--- src/rtl/pid_multichannel_core.sv ---
// Multi-channel fixed-point PID controller sharing a single multiplier.
// Each channel keeps its own coefficients, integrator and previous error.
// A sample moves through IDLE -> P -> I -> D -> SUM -> OUT, one cycle per
// state. OUT holds until the consumer accepts the result.
//
// Ports
//   clk, rst_n                  clock, asynchronous active-low reset
//   ena                         stall when low; all state is held
//   cfg_we/cfg_ch/cfg_sel/cfg_data
//                               coefficient write (sel 0=Kp 1=Ki 2=Kd,
//                               3=clear the integrator and e_prev)
//   e_valid/e_ready/e_ch/e      signed error sample input handshake
//   u_valid/u_ready/u_ch/u/u_sat
//                               saturated control output handshake
module pid_multichannel_core #(
  parameter  int unsigned DATA_W   = 6,
  parameter  int unsigned COEF_W   = 6,
  parameter  int unsigned FRAC_W   = 2,
  parameter  int unsigned INT_W    = 12,
  parameter  int unsigned CHANNELS = 2,
  localparam int unsigned CH_W     = (CHANNELS > 1) ? $clog2(CHANNELS) : 1
) (
  input  logic              clk,
  input  logic              rst_n,
  input  logic              ena,
  input  logic              cfg_we,
  input  logic [CH_W-1:0]   cfg_ch,
  input  logic [1:0]        cfg_sel,
  input  logic [COEF_W-1:0] cfg_data,
  input  logic              e_valid,
  output logic              e_ready,
  input  logic [CH_W-1:0]   e_ch,
  input  logic [DATA_W-1:0] e,
  output logic              u_valid,
  input  logic              u_ready,
  output logic [CH_W-1:0]   u_ch,
  output logic [DATA_W-1:0] u,
  output logic              u_sat
);

  localparam int unsigned NCH    = 1 << CH_W;
  localparam int unsigned ACC_W  = INT_W + COEF_W + 3;
  localparam int unsigned PROD_W = INT_W + COEF_W + 1;
  localparam int unsigned DIF_W  = DATA_W + 1;

  localparam logic signed [INT_W:0]   IMAX = (INT_W+1)'((1 << (INT_W-1)) - 1);
  localparam logic signed [INT_W:0]   IMIN = (INT_W+1)'(-((1 << (INT_W-1)) - 1));
  localparam logic signed [ACC_W-1:0] YMAX = ACC_W'((1 << (DATA_W-1)) - 1);
  localparam logic signed [ACC_W-1:0] YMIN = ACC_W'(-(1 << (DATA_W-1)));

  // One bit per addressable channel number: set when the channel exists.
  function automatic logic [NCH-1:0] ch_mask_f();
    logic [NCH-1:0] m;
    for (int i = 0; i < NCH; i++) m[i] = (i < CHANNELS);
    return m;
  endfunction
  localparam logic [NCH-1:0] CH_MASK = ch_mask_f();

  typedef enum logic [2:0] {
    S_IDLE, S_P, S_I, S_D, S_SUM, S_OUT
  } state_e;

  state_e                    state_q;
  logic signed [DATA_W-1:0]  e_w_q;
  logic [CH_W-1:0]           ch_w_q;
  logic [COEF_W-1:0]         kp_w_q, ki_w_q, kd_w_q;
  logic signed [ACC_W-1:0]   acc_q;
  logic signed [INT_W-1:0]   inew_q;

  logic [COEF_W-1:0]         kp_q [NCH];
  logic [COEF_W-1:0]         ki_q [NCH];
  logic [COEF_W-1:0]         kd_q [NCH];
  logic signed [INT_W-1:0]   integ_q [NCH];
  logic signed [DATA_W-1:0]  eprev_q [NCH];

  logic                      u_valid_q, u_sat_q;
  logic [CH_W-1:0]           u_ch_q;
  logic [DATA_W-1:0]         u_q;

  logic signed [INT_W:0]     sum_i;
  logic signed [INT_W-1:0]   inew_d;
  logic signed [DIF_W-1:0]   diff;
  logic [COEF_W-1:0]         mul_coef;
  logic signed [INT_W-1:0]   mul_opnd;
  logic signed [PROD_W-1:0]  prod;
  logic signed [ACC_W-1:0]   acc_d;
  logic signed [ACC_W-1:0]   y;
  logic [DATA_W-1:0]         u_d;
  logic                      u_sat_d;
  logic                      windup;

  assign e_ready = ena && rst_n && (state_q == S_IDLE);
  assign u_valid = u_valid_q;
  assign u_ch    = u_ch_q;
  assign u       = u_q;
  assign u_sat   = u_sat_q;

  // Datapath: operand select for the shared multiplier, clamps and anti-windup.
  always_comb begin
    sum_i    = (INT_W+1)'(integ_q[ch_w_q]) + (INT_W+1)'(e_w_q);
    inew_d   = INT_W'(sum_i);
    if (sum_i > IMAX) inew_d = INT_W'(IMAX);
    if (sum_i < IMIN) inew_d = INT_W'(IMIN);

    diff     = DIF_W'(e_w_q) - DIF_W'(eprev_q[ch_w_q]);

    mul_coef = '0;
    mul_opnd = '0;
    case (state_q)
      S_P: begin mul_coef = kp_w_q; mul_opnd = INT_W'(e_w_q); end
      S_I: begin mul_coef = ki_w_q; mul_opnd = inew_d;        end
      S_D: begin mul_coef = kd_w_q; mul_opnd = INT_W'(diff);  end
      default: ;
    endcase
    // Coefficients are unsigned: a zero MSB keeps them non-negative.
    prod  = $signed({1'b0, mul_coef}) * mul_opnd;
    acc_d = ((state_q == S_P) ? '0 : acc_q) + ACC_W'(prod);

    y       = acc_q >>> FRAC_W;
    u_d     = DATA_W'(y);
    u_sat_d = 1'b0;
    if (y > YMAX) begin u_d = DATA_W'(YMAX); u_sat_d = 1'b1; end
    if (y < YMIN) begin u_d = DATA_W'(YMIN); u_sat_d = 1'b1; end

    // Integrator freezes while the output is saturated in the error's direction.
    windup = ((y > YMAX) && !e_w_q[DATA_W-1] && (e_w_q != '0)) ||
             ((y < YMIN) &&  e_w_q[DATA_W-1]);
  end

  // FSM, per-channel state and registered outputs.
  always_ff @(posedge clk or negedge rst_n) begin
    if (!rst_n) begin
      state_q   <= S_IDLE;
      e_w_q     <= '0;
      ch_w_q    <= '0;
      kp_w_q    <= '0;
      ki_w_q    <= '0;
      kd_w_q    <= '0;
      acc_q     <= '0;
      inew_q    <= '0;
      u_valid_q <= 1'b0;
      u_sat_q   <= 1'b0;
      u_ch_q    <= '0;
      u_q       <= '0;
      for (int i = 0; i < NCH; i++) begin
        kp_q[i]    <= '0;
        ki_q[i]    <= '0;
        kd_q[i]    <= '0;
        integ_q[i] <= '0;
        eprev_q[i] <= '0;
      end
    end else if (ena) begin
      if (cfg_we && CH_MASK[cfg_ch]) begin
        case (cfg_sel)
          2'd0: kp_q[cfg_ch] <= cfg_data;
          2'd1: ki_q[cfg_ch] <= cfg_data;
          2'd2: kd_q[cfg_ch] <= cfg_data;
          default: begin
            integ_q[cfg_ch] <= '0;
            eprev_q[cfg_ch] <= '0;
          end
        endcase
      end

      case (state_q)
        S_IDLE: begin
          // Samples for non-existent channels are consumed and dropped.
          if (e_valid && CH_MASK[e_ch]) begin
            e_w_q   <= e;
            ch_w_q  <= e_ch;
            kp_w_q  <= kp_q[e_ch];
            ki_w_q  <= ki_q[e_ch];
            kd_w_q  <= kd_q[e_ch];
            state_q <= S_P;
          end
        end
        S_P: begin
          acc_q   <= acc_d;
          state_q <= S_I;
        end
        S_I: begin
          acc_q   <= acc_d;
          inew_q  <= inew_d;
          state_q <= S_D;
        end
        S_D: begin
          acc_q   <= acc_d;
          state_q <= S_SUM;
        end
        S_SUM: begin
          // Placed after the cfg write so write-back wins over a same-cycle clear.
          u_q              <= u_d;
          u_sat_q          <= u_sat_d;
          u_ch_q           <= ch_w_q;
          u_valid_q        <= 1'b1;
          eprev_q[ch_w_q]  <= e_w_q;
          if (!windup) integ_q[ch_w_q] <= inew_q;
          state_q          <= S_OUT;
        end
        S_OUT: begin
          if (u_ready) begin
            u_valid_q <= 1'b0;
            state_q   <= S_IDLE;
          end
        end
        default: state_q <= S_IDLE;
      endcase
    end
  end

endmodule

--- config.mk ---
export PLATFORM = sky130hd
export DESIGN_NAME = pid_multichannel_core
export DESIGN_NICKNAME = d
export VERILOG_FILES = /design/src/rtl/pid_multichannel_core.sv
export SDC_FILE = /design/constraint.sdc
export NUM_CORES = 1
export LEC_CHECK = 0
export ABC_AREA = 0
export BUFFER_PORTS_ARGS = -buffer_cell sky130_fd_sc_hd__buf_4
export CAP_MARGIN = 30
export CORE_MARGIN = 1
export CORE_UTILIZATION = 35
export CTS_CLUSTER_DIAMETER = 50
export CTS_CLUSTER_SIZE = 8
export DETAILED_ROUTE_END_ITERATION = 10
export PLACE_DENSITY = 0.47
export SKIP_LAST_GASP = 1
export SLEW_MARGIN = 10
export SYNTH_ARGS = -nofsm -noshare
export SYNTH_HDL_FRONTEND = slang
export SYNTH_SLANG_ARGS = --single-unit
export TNS_END_PERCENT = 100
--- constraint.sdc ---
create_clock -name clk -period 12.8 [get_ports clk]
set_clock_uncertainty 0.1 [all_clocks]
set_input_delay 0 -clock clk [delete_from_list [all_inputs] [get_ports clk]]
set_output_delay 0 -clock clk [all_outputs]
set_load 0.1 [all_outputs]
==> flow_metrics.tcl <==
set metrics [dict create \
    first_pass_iters 5 \
    netlist_area_um2 10800 \
    clock-sinks 142 \
    multi_input_area_um2 6710 \
    reg2reg_to "acc_q[20]$_DFFE_PN0P_" \
    synth_cell_types 68 \
    die_x_um 178 \
    cap_violations 0 \
    cp_max_fo 15 \
    grt_pass1_wl_mm 46.0 \
    relSlewSlack 0.347 \
    regArea_um2 3550 \
    routed-via-count 8151 \
    gp_congestion 0.805 \
    setup_viol 0 \
    r2r_slack_ns 2.30 \
    ant_nets 0 \
    ys_seq_area_frac 0.329 \
    synth_top_area_frac 0.329 \
    final.fill_count 3083 \
    antenna_cells 0 \
    syn_nets 1277 \
    critical-path-top-delay-family "adder cells" \
    ctsResizeCount 0 \
    pre_cts_slack_ns 2.12 \
    initial_core_util 0.360 \
    hold_class "input port to async pin" \
    rr_worst_depth 37 \
    irDropWorstVdd_mv 0.158 \
    drc_errors 0 \
    crit_slowest_cell "dfrtp_1" \
    reg2reg_from "ch_w_q$_DFFE_PN0P_" \
    hold_buffers 23 \
    dp_hpwl_mm 20.6 \
    clk_pin_slew_ns 0.07 \
    netlist_instances 1125 \
    slew_viol_final 0 \
    cp_slowest_stage_delay_ns 0.59 \
    end_kind "flop" \
    grtUsageTotal 0.189 \
    port_buffers 31 \
    post-cts-setup-buffers 0 \
    critical_path.most_common_cell "fa_1" \
    rows 63 \
    ys_top_cells_by_count "dfrtp_1, nand2_1, inv_1" \
    wl_per_cell_um 17.3 \
    root_buffer "clkbuf_16" \
    power.leakage_uw 0.00592 \
    grt_max_degree 85 \
    synth-edff-count 0 \
    finalCritPeriodShare 0.820 \
    p_per_area_nw_per_um2 289 \
    crit_type "flop to flop" \
    worst_slack_ns 2.30 \
    dieArea_um2 31500 \
    setup_tns_ns 0 \
    fin_area_um2 12300 \
    finalCriticalPeriod_ns 10.50 \
    nNetsFinal 1327 \
    cts_buffers 17 \
    async_flop_share 1.00 \
    cts_buffer_depth 2 \
    yosysTopAreaCell "dfrtp_1" \
    start_kind "flop" \
    grt_pass1_vias 8438 \
    via_per_inst 5.17 \
    synthToLayoutAreaGrowth_pct 14.3 \
    io_pins 32 \
    synth_area_per_cell_um2 9.59 \
    fmax_mhz 95.3 \
    required_ns 13.06 \
    htree_levels 4 \
    wirelength_mm 27.3 \
    drive_gt1_frac 0.133 \
    ys_ff_latch 142 \
    cts_tree "built" \
    timing_hold_violations_final 0 \
    rsz0062_at_grt "false" \
    path_buf_inv 3 \
    max_slew.worst_pin.slew_ns 0.967 \
    post_synth_main_area_contributors "dfrtp_1, fa_1, ha_1" \
    place_area_um2 11400 \
    grt_overflow 0 \
    status "complete, no violations" \
    yosysMostFrequentCell "dfrtp_1" \
    die_y_um 178 \
    coreArea_um2 30000 \
    ys.flop_type "dfrtp_1" \
    yosysWarnings 0 \
    antenna_found_initial 0 \
    insertion_delay_ns 0.44 \
    drtIter0Drc 393 \
    critical_path_arrival_ns 10.76 \
]
[sequential cells by signal, summed over array words and instances, names as in the netlist, 3 cells and up]
signal / count
integ_q: 24
acc_q: 21
eprev_q: 12
inew_q: 12
kd_q: 12
ki_q: 12
kp_q: 12
e_w_q: 6
kd_w_q: 6
ki_w_q: 6
kp_w_q: 6
u: 6
state_q: 3
[routing by layer]
layer	GRT usage	up-vias	share of wire	wire, um
li1	-	4008	-	-
met3	0.0349	10	0.035	958
met1	0.260	4013	0.49	13300
met4	0.0481	0	0.0092	250
met2	0.306	120	0.47	12800
met5	0	-	0	0
[power breakdown]
part | leakage, uW | switching, uW | internal, uW
Combinational | 0.00379 | 1360 | 890
Clock | 0.000306 | 223 | 316
Sequential | 0.00182 | 166 | 617
Total | 0.00592 | 1750 | 1820
[worst max path at each step]
stage                             from               endpoint  slack, ns  cells after the start
finish              ch_w_q$_DFFE_PN0P_  acc_q[20]$_DFFE_PN0P_       2.30                     37
global route        ch_w_q$_DFFE_PN0P_  acc_q[20]$_DFFE_PN0P_       1.50                     37
floorplan           ch_w_q$_DFFE_PN0P_  acc_q[20]$_DFFE_PN0P_       3.31                     39
global placement    ch_w_q$_DFFE_PN0P_  acc_q[20]$_DFFE_PN0P_       2.33                     36
CTS                 ch_w_q$_DFFE_PN0P_  acc_q[20]$_DFFE_PN0P_       2.08                     36
detailed placement  ch_w_q$_DFFE_PN0P_  acc_q[20]$_DFFE_PN0P_       2.12                     36
[layout make-up]
type                            count  share of cell area
Clock buffer                       18              0.0356
Clock inverter                     13              0.0149
Inverter                          107              0.0326
Multi-Input combinational cell    841               0.544
Sequential cell                   142               0.288
Tap cell                          390              0.0396
Timing Repair Buffer               66              0.0454
[through the flow]
step                instances  utilization  hold slack [ns]  power (uW)
global placement         1517        0.382           0.0101        3020
CTS                      1574        0.411           0.0797        3610
floorplan                1125            -           -0.396        2460
detailed placement       1520        0.382          0.00702        3030
global route             1577        0.412            0.131        3920
finish                   1577        0.412           0.0658        3570
[cell families (layout without fill, tap and decap cells)]
logic type      count (synthesis)  after routing  share of synthesized area
simple gates                  312            312                      0.134
compound gates                262            262                      0.167
flops                         142            142                      0.329
buf+inv                       142            204                     0.0502
fa+ha+maj                     132            132                      0.190
mux                            92             92                     0.0933
xor+xnor                       43             43                     0.0362
[layout by cell type (no fill, tap or decap), types with 39 or more instances in the layout]
master,Yosys,final
dfrtp_1,142,142
nand2_1,109,109
inv_1,107,107
nor2_1,90,90
o21ai_0,80,79
ha_1,76,76
mux2_2,69,69
fa_1,54,54
a21oi_1,44,44
a22o_1,39,39
buf_4,2,39
(Power assumes the default switching activity.)
